### src/rtl/wallace_multiplier_pipelined_if.sv
// Operand/result bus of the pipelined Wallace multiplier.
`timescale 1ns/1ps

// Handshake: a transfer happens on a rising clk edge where valid & ready are
// both 1. A producer that raises valid keeps valid and its data stable until
// that transfer. Ready may depend combinationally on the consumer's own state
// and on the downstream ready, but never on the valid it is answering.
interface wallace_multiplier_pipelined_if #(
   parameter int WIDTH = 8,
   parameter int TAG_W = 4
);
   logic               in_valid;
   logic               in_ready;
   logic [WIDTH-1:0]   in_a;
   logic [WIDTH-1:0]   in_b;
   logic               in_signed;
   logic [TAG_W-1:0]   in_tag;
   logic               out_valid;
   logic               out_ready;
   logic [2*WIDTH-1:0] out_prod;
   logic [TAG_W-1:0]   out_tag;

   // Producer of operands and consumer of results
   modport master (
      output in_valid, in_a, in_b, in_signed, in_tag, out_ready,
      input  in_ready, out_valid, out_prod, out_tag
   );

   // Multiplier side
   modport slave (
      input  in_valid, in_a, in_b, in_signed, in_tag, out_ready,
      output in_ready, out_valid, out_prod, out_tag
   );
endinterface

### src/rtl/wallace_multiplier_pipelined.sv
// Pipelined Wallace-tree multiplier, per-transaction signed/unsigned.
// Operands are captured on acceptance, then three compute stages follow:
// partial products (Baugh-Wooley in signed mode), Wallace reduction to two
// rows, final carry-propagate add. Result appears 3 edges after acceptance.
// The whole pipeline stalls as one unit when the output is held.
`timescale 1ns/1ps

module wallace_multiplier_pipelined #(
   parameter int WIDTH = 8,
   parameter int TAG_W = 4
) (
   input  logic clk,
   input  logic rst_n,
   wallace_multiplier_pipelined_if.slave bus
);
   localparam int PW = 2 * WIDTH;
   // WIDTH partial-product rows plus one Baugh-Wooley correction row
   localparam int NR = WIDTH + 1;

   // Rows left after a number of 3:2 reduction layers
   function automatic int rows_after(input int layers);
      int n;
      n = NR;
      for (int i = 0; i < layers; i++) begin
         if (n > 2) n = 2 * (n / 3) + (n % 3);
      end
      return n;
   endfunction

   // Layers needed to reach two rows
   function automatic int num_layers();
      int n;
      int l;
      n = NR;
      l = 0;
      while (n > 2) begin
         n = 2 * (n / 3) + (n % 3);
         l++;
      end
      return l;
   endfunction

   localparam int NL = num_layers();

   logic advance;

   // Stage 0: captured operands
   logic             v0_q, v0_d;
   logic [WIDTH-1:0] a0_q, a0_d, b0_q, b0_d;
   logic             sg0_q, sg0_d;
   logic [TAG_W-1:0] tag0_q, tag0_d;

   // Stage 1: partial-product matrix
   logic             v1_q, v1_d;
   logic [PW-1:0]    pp1_q [NR];
   logic [PW-1:0]    pp1_d [NR];
   logic [TAG_W-1:0] tag1_q, tag1_d;

   // Stage 2: reduced sum and carry rows
   logic             v2_q, v2_d;
   logic [PW-1:0]    sum2_q, sum2_d, carry2_q, carry2_d;
   logic [TAG_W-1:0] tag2_q, tag2_d;

   // Stage 3: final product
   logic             v3_q, v3_d;
   logic [PW-1:0]    prod3_q, prod3_d;
   logic [TAG_W-1:0] tag3_q, tag3_d;

   logic [PW-1:0]    pp_gen [NR];
   logic [PW-1:0]    red_sum, red_carry;

   assign advance = ~v3_q | bus.out_ready;

   // Partial products; in signed mode the terms pairing exactly one MSB are
   // complemented and bits WIDTH and 2*WIDTH-1 of the correction row are set
   always_comb begin
      for (int i = 0; i < NR; i++) pp_gen[i] = '0;
      for (int i = 0; i < WIDTH; i++) begin
         for (int j = 0; j < WIDTH; j++) begin
            pp_gen[i][i+j] = (a0_q[j] & b0_q[i]) ^
                             (sg0_q & ((i == WIDTH - 1) != (j == WIDTH - 1)));
         end
      end
      if (sg0_q) begin
         pp_gen[WIDTH][WIDTH]  = 1'b1;
         pp_gen[WIDTH][PW-1]   = 1'b1;
      end
   end

   // Wallace reduction: each layer compresses row triples with full adders
   // (sum row plus carry row shifted left); leftover rows pass straight on.
   // Carries out of bit PW-1 are dropped since the product fits in PW bits.
   for (genvar l = 0; l < NL; l++) begin : g_layer
      localparam int NI = rows_after(l);
      localparam int NO = rows_after(l + 1);
      localparam int NG = NI / 3;
      logic [PW-1:0] src [NI];
      logic [PW-1:0] dst [NO];
      if (l == 0) begin : g_first
         assign src = pp1_q;
      end else begin : g_next
         assign src = g_layer[l-1].dst;
      end
      for (genvar g = 0; g < NG; g++) begin : g_fa
         assign dst[2*g]   = src[3*g] ^ src[3*g+1] ^ src[3*g+2];
         assign dst[2*g+1] = ((src[3*g] & src[3*g+1]) |
                              (src[3*g] & src[3*g+2]) |
                              (src[3*g+1] & src[3*g+2])) << 1;
      end
      for (genvar r = 3 * NG; r < NI; r++) begin : g_pass
         assign dst[2*NG + r - 3*NG] = src[r];
      end
   end

   assign red_sum   = g_layer[NL-1].dst[0];
   assign red_carry = g_layer[NL-1].dst[1];

   // Next-state for every stage; all stages hold together when not advancing
   always_comb begin
      v0_d     = v0_q;
      a0_d     = a0_q;
      b0_d     = b0_q;
      sg0_d    = sg0_q;
      tag0_d   = tag0_q;
      v1_d     = v1_q;
      pp1_d    = pp1_q;
      tag1_d   = tag1_q;
      v2_d     = v2_q;
      sum2_d   = sum2_q;
      carry2_d = carry2_q;
      tag2_d   = tag2_q;
      v3_d     = v3_q;
      prod3_d  = prod3_q;
      tag3_d   = tag3_q;
      if (advance) begin
         // Bubbles carry zero operands so idle stages hold clean values
         v0_d     = bus.in_valid;
         a0_d     = bus.in_valid ? bus.in_a      : '0;
         b0_d     = bus.in_valid ? bus.in_b      : '0;
         sg0_d    = bus.in_valid ? bus.in_signed : 1'b0;
         tag0_d   = bus.in_valid ? bus.in_tag    : '0;
         v1_d     = v0_q;
         pp1_d    = pp_gen;
         tag1_d   = tag0_q;
         v2_d     = v1_q;
         sum2_d   = red_sum;
         carry2_d = red_carry;
         tag2_d   = tag1_q;
         v3_d     = v2_q;
         prod3_d  = sum2_q + carry2_q;
         tag3_d   = tag2_q;
      end
   end

   // Pipeline registers; reset discards everything in flight
   always_ff @(posedge clk or negedge rst_n) begin
      if (!rst_n) begin
         v0_q     <= 1'b0;
         a0_q     <= '0;
         b0_q     <= '0;
         sg0_q    <= 1'b0;
         tag0_q   <= '0;
         v1_q     <= 1'b0;
         for (int i = 0; i < NR; i++) pp1_q[i] <= '0;
         tag1_q   <= '0;
         v2_q     <= 1'b0;
         sum2_q   <= '0;
         carry2_q <= '0;
         tag2_q   <= '0;
         v3_q     <= 1'b0;
         prod3_q  <= '0;
         tag3_q   <= '0;
      end else begin
         v0_q     <= v0_d;
         a0_q     <= a0_d;
         b0_q     <= b0_d;
         sg0_q    <= sg0_d;
         tag0_q   <= tag0_d;
         v1_q     <= v1_d;
         pp1_q    <= pp1_d;
         tag1_q   <= tag1_d;
         v2_q     <= v2_d;
         sum2_q   <= sum2_d;
         carry2_q <= carry2_d;
         tag2_q   <= tag2_d;
         v3_q     <= v3_d;
         prod3_q  <= prod3_d;
         tag3_q   <= tag3_d;
      end
   end

   assign bus.in_ready  = advance;
   assign bus.out_valid = v3_q;
   assign bus.out_prod  = prod3_q;
   assign bus.out_tag   = tag3_q;
endmodule
### src/flat_wrapper.sv
// flat-port wrapper written by rule: the top's interface ports become plain ports
module wallace_multiplier_pipelined_flat 
#(
   parameter int WIDTH = 8,
   parameter int TAG_W = 4
)
  (clk, rst_n, bus_in_valid, bus_in_a, bus_in_b, bus_in_signed, bus_in_tag, bus_out_ready, bus_in_ready, bus_out_valid, bus_out_prod, bus_out_tag);
  wallace_multiplier_pipelined_if #(.WIDTH(WIDTH), .TAG_W(TAG_W)) bus_i ();
  input  logic clk;
  input  logic rst_n;
  input wire logic [$bits(bus_i.in_valid)-1:0] bus_in_valid;
  input wire logic [$bits(bus_i.in_a)-1:0] bus_in_a;
  input wire logic [$bits(bus_i.in_b)-1:0] bus_in_b;
  input wire logic [$bits(bus_i.in_signed)-1:0] bus_in_signed;
  input wire logic [$bits(bus_i.in_tag)-1:0] bus_in_tag;
  input wire logic [$bits(bus_i.out_ready)-1:0] bus_out_ready;
  output wire logic [$bits(bus_i.in_ready)-1:0] bus_in_ready;
  output wire logic [$bits(bus_i.out_valid)-1:0] bus_out_valid;
  output wire logic [$bits(bus_i.out_prod)-1:0] bus_out_prod;
  output wire logic [$bits(bus_i.out_tag)-1:0] bus_out_tag;
  assign bus_i.in_valid = bus_in_valid;
  assign bus_i.in_a = bus_in_a;
  assign bus_i.in_b = bus_in_b;
  assign bus_i.in_signed = bus_in_signed;
  assign bus_i.in_tag = bus_in_tag;
  assign bus_i.out_ready = bus_out_ready;
  assign bus_in_ready = bus_i.in_ready;
  assign bus_out_valid = bus_i.out_valid;
  assign bus_out_prod = bus_i.out_prod;
  assign bus_out_tag = bus_i.out_tag;
  wallace_multiplier_pipelined #(.WIDTH(WIDTH), .TAG_W(TAG_W)) u_core (.clk(clk), .rst_n(rst_n), .bus(bus_i));
endmodule
### config.mk
export PLATFORM = sky130hd
export DESIGN_NAME = wallace_multiplier_pipelined_flat
export DESIGN_NICKNAME = d
export VERILOG_FILES = /design/src/rtl/wallace_multiplier_pipelined_if.sv /design/src/rtl/wallace_multiplier_pipelined.sv /design/src/flat_wrapper.sv
export SDC_FILE = /design/constraint.sdc
export NUM_CORES = 1
export LEC_CHECK = 0
export CORE_UTILIZATION = 35
export CTS_CLUSTER_SIZE = 25
export DETAILED_ROUTE_END_ITERATION = 7
export PLACE_DENSITY = 0.64
export SYNTH_ARGS = -nofsm -noshare
export SYNTH_HDL_FRONTEND = slang
export SYNTH_SLANG_ARGS = --single-unit
export TNS_END_PERCENT = 100
### constraint.sdc
create_clock -name clk -period 8.4 [get_ports clk]
set_input_delay 1.68 -clock clk [delete_from_list [all_inputs] [get_ports clk]]
set_output_delay 1.68 -clock clk [all_outputs]
set_load 0.05 [all_outputs]
==> results of run 1 <==
worst min-delay path by stage:
stage | start | end
2_1_floorplan | u_core.v2_q$_DFFE_PN0P_ | u_core.v2_q$_DFFE_PN0P_
6_report | u_core.v2_q$_DFFE_PN0P_ | u_core.bus.out_valid$_DFFE_PN0P_
3_3_place_gp | u_core.v2_q$_DFFE_PN0P_ | u_core.v2_q$_DFFE_PN0P_
4_1_cts | u_core.v2_q$_DFFE_PN0P_ | u_core.bus.out_valid$_DFFE_PN0P_
5_1_grt | u_core.tag2_q[1]$_DFFE_PN0P_ | u_core.bus.out_tag[1]$_DFFE_PN0P_
3_5_place_dp | u_core.v2_q$_DFFE_PN0P_ | u_core.bus.out_valid$_DFFE_PN0P_
flip-flops by register name (all words and copies together) (netlist names), 4 cells and up:
signal               count
u_core.bus.out_tag       4
u_core.a0_q              8
u_core.g_layer.src      65
u_core.tag2_q            4
u_core.bus.out_prod     16
u_core.sum2_q           16
u_core.b0_q              8
u_core.tag1_q            4
u_core.carry2_q         11
u_core.tag0_q            4
where the power goes:
group	total [W]	switching [W]	internal (W)	leakage [nW]
clock	0.000696	0.000296	0.000400	0.261
sequential	0.00105	0.000160	0.000890	1.92
combinational	0.00105	0.000666	0.000382	2.20
total	0.00279	0.00112	0.00167	4.38
Yosys cell counts:
cell type	instances	area [µm²]
buf_2	25	125.1
nor2_1	5	18.77
nand2_1	304	1141
fa_1	39	780.8
dfrtp_1	145	3628
inv_2	1	3.750
o211ai_1	2	15.01
a21oi_2	1	8.760
clkbuf_1	26	97.59
o21ba_1	1	10.01
and2_1	1	6.260
nand3_1	73	365.4
buf_1	1	3.750
ha_1	33	412.9
and3_1	1	6.260
nor2b_1	2	12.51
o21ai_1	16	80.08
a21oi_1	11	55.05
xor2_1	18	157.7
a31oi_1	1	6.260
o211ai_2	1	12.51
o211a_1	1	10.01
nand2b_1	1	6.260
o21ai_2	1	8.760
o21ai_0	18	90.09
a21boi_1	1	7.510
inv_1	56	210.2
o21bai_1	1	7.510
xnor2_1	7	61.31
through the flow:
stage | setup WS, ns | cells | area (µm²) | total power, W
after global routing | 2.344 | 1092 | 8506 | 0.003012
after detailed placement | 2.505 | 1060 | 7955 | 0.002121
after global placement | 2.487 | 1060 | 7955 | 0.002084
final | 2.559 | 1092 | 8506 | 0.002793
after floorplan | 4.315 | 793 | 7350 | 0.001799
after CTS | 2.497 | 1092 | 8506 | 0.002827
worst max-delay path: stages:
cell,delay (ns)
clkdlybuf4s50_1,0.44
nor2b_4,0.79
inv_4,0.40
clkdlybuf4s50_1,0.82
layout make-up:
class                           instances  share of cell area
Sequential cell                       145              0.4266
Multi-Input combinational cell        539              0.3866
Timing Repair Buffer                   49             0.05693
Clock buffer                           20             0.05487
Tap cell                              270             0.03972
Inverter                               57             0.02545
Clock inverter                         12            0.009856
layer usage:
layer  GRT usage  share of wire  up-vias
met5           0              0        -
met4     0.04175          0.011        0
met3     0.03789          0.042       10
met2      0.2154           0.46       93
met1      0.2065           0.48     2451
li1            -              -     2505
logic make-up after synthesis:
logic type | count (synthesis)
flops | 145
fa+ha+maj | 72
compound gates | 55
simple gates | 387
xor+xnor | 25
buf+inv | 109
==> results.toml, run 1 <==
[drt]
wl_per_cell_um = 13.35
drt-vias-per-instance = 4.633
drt-pass1-iter-count = 4
ant_nets = 0
drt-initial-drc-count = 329
vias = 5059
drcViolationCount = 0
wirelength_um = 14580

[layout]
drive_gt1_frac = 0.04988
n_antenna_cell = 0
fin_nets = 906
final_common_cell = "nand2_1"
final_cell_mix = "nand2_1 (304), dfrtp_1 (145), nand3_1 (73)"
utilization = 0.4163
seq_area_um2 = 3628
multi_input_area_um2 = 3288
fill_cells = 2100
areaGrowthSynthToFinish_pct = 15.73

[die]
die_w_um = 146.9
start_util = 0.3598
core_um2 = 20430
die_h_um = 146.9
dieArea_um2 = 21580
num_rows = 52
num_io_pins = 47

[placement]
dp_hpwl_um = 9470
portBuffers = 46
gp_congestion = 0.7591

[setup_path]
critPathRequiredTime_ns = 6.72
startpoint = "bus_out_ready"
worst-setup-path-type = "in -> out"
r2r-start = "u_core.g_layer[0].src[8]$_DFFE_PN0P_"
crit_path_end = "bus_in_ready"
ff2ff_path_depth = 8
critPathMaxFanout = 49
worstSetupEndpointType = "primary output"
rrSetupSlack_ns = 5.60
rr_endpoint = "u_core.sum2_q[8]$_DFFE_PN0P_"
critical_path_arrival_ns = 4.16
startpoint_type = "input pin"

[cts]
clock_sinks = 145
clock-root-buffer = "clkbuf_16"
clk_path_buf_depth = 2
clock_latency_ns = 0.42
cts_tree = "built"
htreeDepth = 4
cts_buffers = 17
cts_resized = 0
post_cts_buffers = 0
clk_pin_slew_worst_paths_ns = 0.06
hold_buffers = 0

[synth]
synth_nets = 890
synth_cell_types = 29
synthAdderAreaFrac = 0.1624
synthXorXnorAreaFrac = 0.02979
synth_compound_area_frac = 0.04239
ys_warn_count = 0
synth_top_family_by_area = "simple AND/OR/NAND/NOR gates"
synth_area_per_cell_um2 = 9.268
synthMuxAreaShare = 0
syn_area_um2 = 7350
synth-simple-area-share = 0.2118
seq_area_frac_synth = 0.4937
netlist_instances = 793
ys_seq_elements = 145

[sta]
tightest_slew_ns = 1.045
max_clock_freq_ghz = 0.1712
fin_tns_setup_ns = 0
setup_viol = 0
rsz0062_at_grt = "false"
maxSlewViolCount = 0
whs_ns = 0.4548
fin_skew_ns = 0.009752
max-slew-margin-rel = 0.3033
min_period_over_period = 0.6954
min_period_ns = 5.841
final_hold_viol_count = 0

[pwr]
power_density_nw_per_um2 = 328.4
p_leak_nw = 4.376
peakVddDrop_mv = 0.1548

[global_route]
grt_usage = 0.1445
grt-ovfl-total = 0
grt_pass1_wl_um = 24720
grt_antenna_before_repair = 0
grt_max_degree = 105
grt_pass1_vias = 4925

[worst_hold_path]
hold_class = "reg -> reg"
whs_path_depth = 1

[job]
maxCapViolCount = 0

[status]
status = "finished clean"
Power figures use the tool's default switching activity.
==> run 2: changes to the inputs <==
==> constraint.sdc (replaced) <==
create_clock -name clk -period 5.5 [get_ports clk]
set_input_delay 1.1 -clock clk [delete_from_list [all_inputs] [get_ports clk]]
set_output_delay 1.1 -clock clk [all_outputs]
set_load 0.05 [all_outputs]
==> run 2 against run 1 <==
Clock-buffer cell count rose by 3; first-iteration DRC count fell by 1.5%; via count fell by 0.67%; register-to-register slack got worse by 2.9 ns; global-route usage rose by 0.45 points; clock skew barely moved; die area did not move; sequential share of layout area fell by 0.24 points; largest cell class unchanged.
==> results.toml, run 2 (synthesis results as in run 1) <==
[layout]
final_cell_mix = "nand2_1 (304), dfrtp_1 (145), nand3_1 (73)"
multi_input_area_um2 = 3288
seq_area_um2 = 3628
n_antenna_cell = 0
fill_cells = 2031
fin_nets = 907
areaGrowthSynthToFinish_pct = 16.38
drive_gt1_frac = 0.04496
final_common_cell = "nand2_1"
largest_reg_flops = 65
instances_no_fill = 1093

[pwr]
intPower_w = 0.002665
p_sw_w = 0.001684
power_frac_seq = 0.368
clkPwrFrac = 0.266
sw_frac_of_total = 0.3872
power_density_nw_per_um2 = 508.4
peakVddDrop_mv = 0.2218
power_frac_comb = 0.366
power.total_w = 0.004349
p_leak_nw = 4.401

[setup_path]
worstSetupEndpointType = "primary output"
startpoint = "bus_out_ready"
critPathMaxFanout = 42
timing.critical_path.buf_inv = 4
r2r-start = "u_core.g_layer[0].src[57]$_DFFE_PN0P_"
worst-setup-path-type = "in -> out"
critPathMostFrequentCell = "clkdlybuf4s50_1"
crit_path_end = "bus_in_ready"
cpMaxStageDelayCell = "clkdlybuf4s50_1"
worstPathCellList = "clkdlybuf4s50_1, nor2b_4, buf_4, inv_4, clkdlybuf4s50_1"
max_stage_delay_ns = 0.84
critical_path_arrival_ns = 3.00
rrSetupSlack_ns = 2.72
critPathRequiredTime_ns = 4.40
crit_cells = 5
ff2ff_path_depth = 10
cp_top_family = "buffers and inverters"
rr_endpoint = "u_core.sum2_q[9]$_DFFE_PN0P_"
startpoint_type = "input pin"

[cts]
htreeDepth = 4
clk_pin_slew_worst_paths_ns = 0.05
clock_sinks = 145
post_cts_buffers = 0
clock-root-buffer = "clkbuf_16"
hold_buffers = 0
clock_latency_ns = 0.42
cts_buffers = 17
clk_path_buf_depth = 2
cts_tree = "built"
cts_resized = 0

[job]
maxCapViolCount = 0

[placement]
dpl.cell_count = 1061
gp_congestion = 0.7431
portBuffers = 46
dp_hpwl_um = 9386
pre_cts_ws_ns = 1.383

[drt]
wirelength_um = 14550
drcViolationCount = 0
drt-pass1-iter-count = 5
ant_nets = 0
wl_per_cell_um = 13.31
drt-initial-drc-count = 324
drt-vias-per-instance = 4.597
vias = 5025

[sta]
fin_ws_ns = 1.399
fin_skew_ns = 0.009830
max_clock_freq_ghz = 0.2438
min_period_ns = 4.101
maxSlewViolCount = 0
final_hold_viol_count = 0
fin_tns_setup_ns = 0
rsz0062_at_grt = "false"
tightest_slew_ns = 1.237
setup_viol = 0
whs_ns = 0.4556
min_period_over_period = 0.7457
max-slew-margin-rel = 0.1755

[worst_hold_path]
hold_class = "reg -> reg"

[die]
start_util = 0.3598
die_h_um = 146.9
dieArea_um2 = 21580
core_um2 = 20430
num_io_pins = 47
die_w_um = 146.9
num_rows = 52

[global_route]
grt_max_degree = 120
grt_antenna_before_repair = 0
grt_usage = 0.1490
grt_pass1_wl_um = 25560
grt-ovfl-total = 0
grt_pass1_vias = 5144

[status]
status = "finished clean"
-- run 2: cell types whose count changed in the layout (fill, tap and decap cells not counted), moves of 2 or more --
cell / change
clkbuf_1: +5
clkbuf_8: -2
clkinv_2: -2
bufinv_16: +3
clkinvlp_4: -3
inv_6: -2
-- run 2: per-layer routing --
metal / track usage / share of wire / vias to the layer above
li1: - / - / 2506
met1: 0.2146 / 0.51 / 2408
met2: 0.2182 / 0.44 / 90
met4: 0.06804 / 0.017 / 0
met3: 0.02671 / 0.037 / 21
met5: 0 / 0 / -
-- run 2: layout make-up --
type / instances / share of cell area
Sequential cell: 145 / 0.4242
Multi-Input combinational cell: 539 / 0.3844
Timing Repair Buffer: 50 / 0.05749
Clock buffer: 23 / 0.05354
Tap cell: 270 / 0.03950
Inverter: 57 / 0.02531
Clock inverter: 9 / 0.01551
-- run 2: worst min path at each step --
stage                                                     start                                     to  cells after the start
after CTS                               u_core.v2_q$_DFFE_PN0P_       u_core.bus.out_valid$_DFFE_PN0P_                      1
after detailed placement                u_core.v2_q$_DFFE_PN0P_       u_core.bus.out_valid$_DFFE_PN0P_                      1
after global placement                  u_core.v2_q$_DFFE_PN0P_                u_core.v2_q$_DFFE_PN0P_                      2
final                                   u_core.v2_q$_DFFE_PN0P_       u_core.bus.out_valid$_DFFE_PN0P_                      1
after floorplan                         u_core.v2_q$_DFFE_PN0P_                u_core.v2_q$_DFFE_PN0P_                      2
after global routing      u_core.g_layer[0].src[41]$_DFFE_PN0P_  u_core.g_layer[0].src[41]$_DFFE_PN0P_                      2
-- run 2: through the flow --
stage	instance area (µm²)	util
2_1_floorplan	7350	-
3_3_place_gp	7963	0.3898
3_5_place_dp	7963	0.3898
4_1_cts	8553	0.4187
5_1_grt	8553	0.4187
6_report	8553	0.4187
-- run 2: power groups by stage --
stage,clock (W),sequential (W),combinational (W)
finish,0.00115,0.00160,0.00159
global route,0.00123,0.00164,0.00183
CTS,0.00118,0.00160,0.00162
detailed placement,0,0.00162,0.00161
global placement,0,0.00161,0.00157
floorplan,0,0.00175,0.000994
==> run 3: changes to the inputs <==
==> constraint.sdc (replaced) <==
create_clock -name clk -period 3.9 [get_ports clk]
set_input_delay 0.78 -clock clk [delete_from_list [all_inputs] [get_ports clk]]
set_output_delay 0.78 -clock clk [all_outputs]
set_load 0.05 [all_outputs]
==> run 3 against run 2 <==
Clock skew shrank 0.0037 ns; die area is the same; critical path depth grew 3; clock power grew 59%; register-to-register slack lost 1.6 ns; first-iteration DRC count shrank 11%; sequential share of layout area shrank 0.56 points; setup slack lost 0.24 ns.
==> results.toml, run 3 (synthesis results as in run 1) <==
[pwr]
p_leak_nw = 4.455
power_density_nw_per_um2 = 730.2
peakVddDrop_mv = 0.3797
power.total_w = 0.006330

[global_route]
grt_antenna_before_repair = 0
grt_pass1_wl_um = 25310
grt_max_degree = 150
grt-ovfl-total = 0
grt_usage = 0.1476
grt_pass1_vias = 5001

[setup_path]
startpoint_type = "flop"
worstPathCellList = "fa_1, inv_1, fa_1, fa_1, inv_1, fa_1, nand2_1, nand2_1"
critPathRequiredTime_ns = 4.26
worstSetupEndpointType = "flop"
r2r-start = "u_core.g_layer[0].src[8]$_DFFE_PN0P_"
critical_path_arrival_ns = 3.10
worst-setup-path-type = "reg -> reg"
critPathMostFrequentCell = "fa_1"
ff2ff_path_depth = 8
max_stage_delay_ns = 0.55
cpMaxStageDelayCell = "fa_1"
critPathMaxFanout = 3
rrSetupSlack_ns = 1.16
rr_endpoint = "u_core.sum2_q[8]$_DFFE_PN0P_"

[layout]
instances_no_fill = 1092
fin_nets = 906
seq_area_um2 = 3628
n_antenna_cell = 0
fill_cells = 2042
drive_gt1_frac = 0.04988
final_cell_mix = "nand2_1 (304), dfrtp_1 (145), nand3_1 (73)"
final_common_cell = "nand2_1"
largest_reg_flops = 65
areaGrowthSynthToFinish_pct = 17.94
stdcell_area_um2 = 8668
multi_input_area_um2 = 3288

[cts]
clock_sinks = 145
cts_buffers = 17
clock_latency_ns = 0.42
cts_tree = "built"
cts_resized = 0
clock-root-buffer = "clkbuf_16"
htreeDepth = 4
post_cts_buffers = 0
clk_pin_slew_worst_paths_ns = 0.06
clk_path_buf_depth = 2
hold_buffers = 0

[sta]
min_period_ns = 2.741
final_hold_viol_count = 0
max_clock_freq_ghz = 0.3648
tightest_slew_ns = 0.8400
rsz0062_at_grt = "false"
fin_ws_ns = 1.159
maxSlewViolCount = 0
fin_tns_setup_ns = 0
min_period_over_period = 0.7029
max-slew-margin-rel = 0.4382
setup_viol = 0
fin_skew_ns = 0.006153

[status]
status = "finished clean"

[die]
num_io_pins = 47
start_util = 0.3598
num_rows = 52
core_um2 = 20430
die_w_um = 146.9
die_h_um = 146.9
dieArea_um2 = 21580

[placement]
pre_cts_ws_ns = 1.157
place_area_um2 = 8003
portBuffers = 46
dpl.cell_count = 1060
dp_hpwl_um = 9059
gp_congestion = 0.7501

[drt]
ant_nets = 0
drcViolationCount = 0
highest_layer = "met4"
wirelength_um = 14500
drt-met1-wl_um = 7270
drt-vias-per-instance = 4.580
met3RoutedLength_um = 600
wl_met2_um = 6477
drt-pass1-iter-count = 4
vias = 5001
drt-initial-drc-count = 288
wl_per_cell_um = 13.28

[job]
maxCapViolCount = 0

[worst_hold_path]
hold_class = "in -> async"
run 3: changes by cell type in the layout (fill, tap and decap cells not counted):
cell	delta
inv_6	+1
clkbuf_1	-4
clkinv_2	+1
buf_4	-4
buf_12	+4
clkdlybuf4s50_1	-1
bufinv_16	+3
clkbuf_8	-1
run 3: per-layer routing:
layer | vias to the layer above | global-route usage
met5 | - | 0
met4 | 0 | 0.04381
met3 | 9 | 0.03696
met2 | 88 | 0.2175
met1 | 2391 | 0.2138
li1 | 2513 | -
run 3: how the worst max path moves through the flow:
| stage | slack [ns] | end | startpoint | depth (start not counted) |
|---|---|---|---|---|
| after detailed placement | 1.16 | u_core.sum2_q[8]$_DFFE_PN0P_ | u_core.g_layer[0].src[8]$_DFFE_PN0P_ | 8 |
| final | 1.16 | u_core.sum2_q[8]$_DFFE_PN0P_ | u_core.g_layer[0].src[8]$_DFFE_PN0P_ | 8 |
| after global routing | 1.05 | u_core.sum2_q[8]$_DFFE_PN0P_ | u_core.g_layer[0].src[8]$_DFFE_PN0P_ | 8 |
| after floorplan | 1.23 | u_core.sum2_q[8]$_DFFE_PN0P_ | u_core.g_layer[0].src[8]$_DFFE_PN0P_ | 8 |
| after CTS | 1.15 | u_core.sum2_q[8]$_DFFE_PN0P_ | u_core.g_layer[0].src[8]$_DFFE_PN0P_ | 8 |
| after global placement | 1.19 | u_core.sum2_q[8]$_DFFE_PN0P_ | u_core.g_layer[0].src[8]$_DFFE_PN0P_ | 8 |
run 3: metrics by stage:
step / utilization / hold WS, ns
floorplan: - / 0.4300
global placement: 0.3917 / 0.4452
detailed placement: 0.3917 / 0.4518
CTS: 0.4243 / 0.4418
global route: 0.4243 / 0.4657
finish: 0.4243 / 0.3994
run 3: power by group:
part / internal, W / total (W) / switching [W] / leakage, nW
clock: 0.00120 / 0.00183 / 0.000633 / 0.320
sequential: 0.00192 / 0.00226 / 0.000347 / 1.92
combinational: 0.000828 / 0.00223 / 0.00141 / 2.22
total: 0.00394 / 0.00633 / 0.00239 / 4.45
run 3: area by class of cell:
cell class              instances  share of cell area
clock buffers                  18             0.04951
well taps                     270             0.03897
multi-input cells             539              0.3793
clock inverters                14             0.02728
flip-flops and latches        145              0.4186
inverters                      57             0.02497
repair buffers                 49             0.06135
run 3: worst max-delay path, delay by kind of cell, from the launching register on:
family        cells  cell delay, ns
simple gates      2            0.13
flops             1            0.43
fa+ha+maj         4            2.03
buf+inv           2            0.10
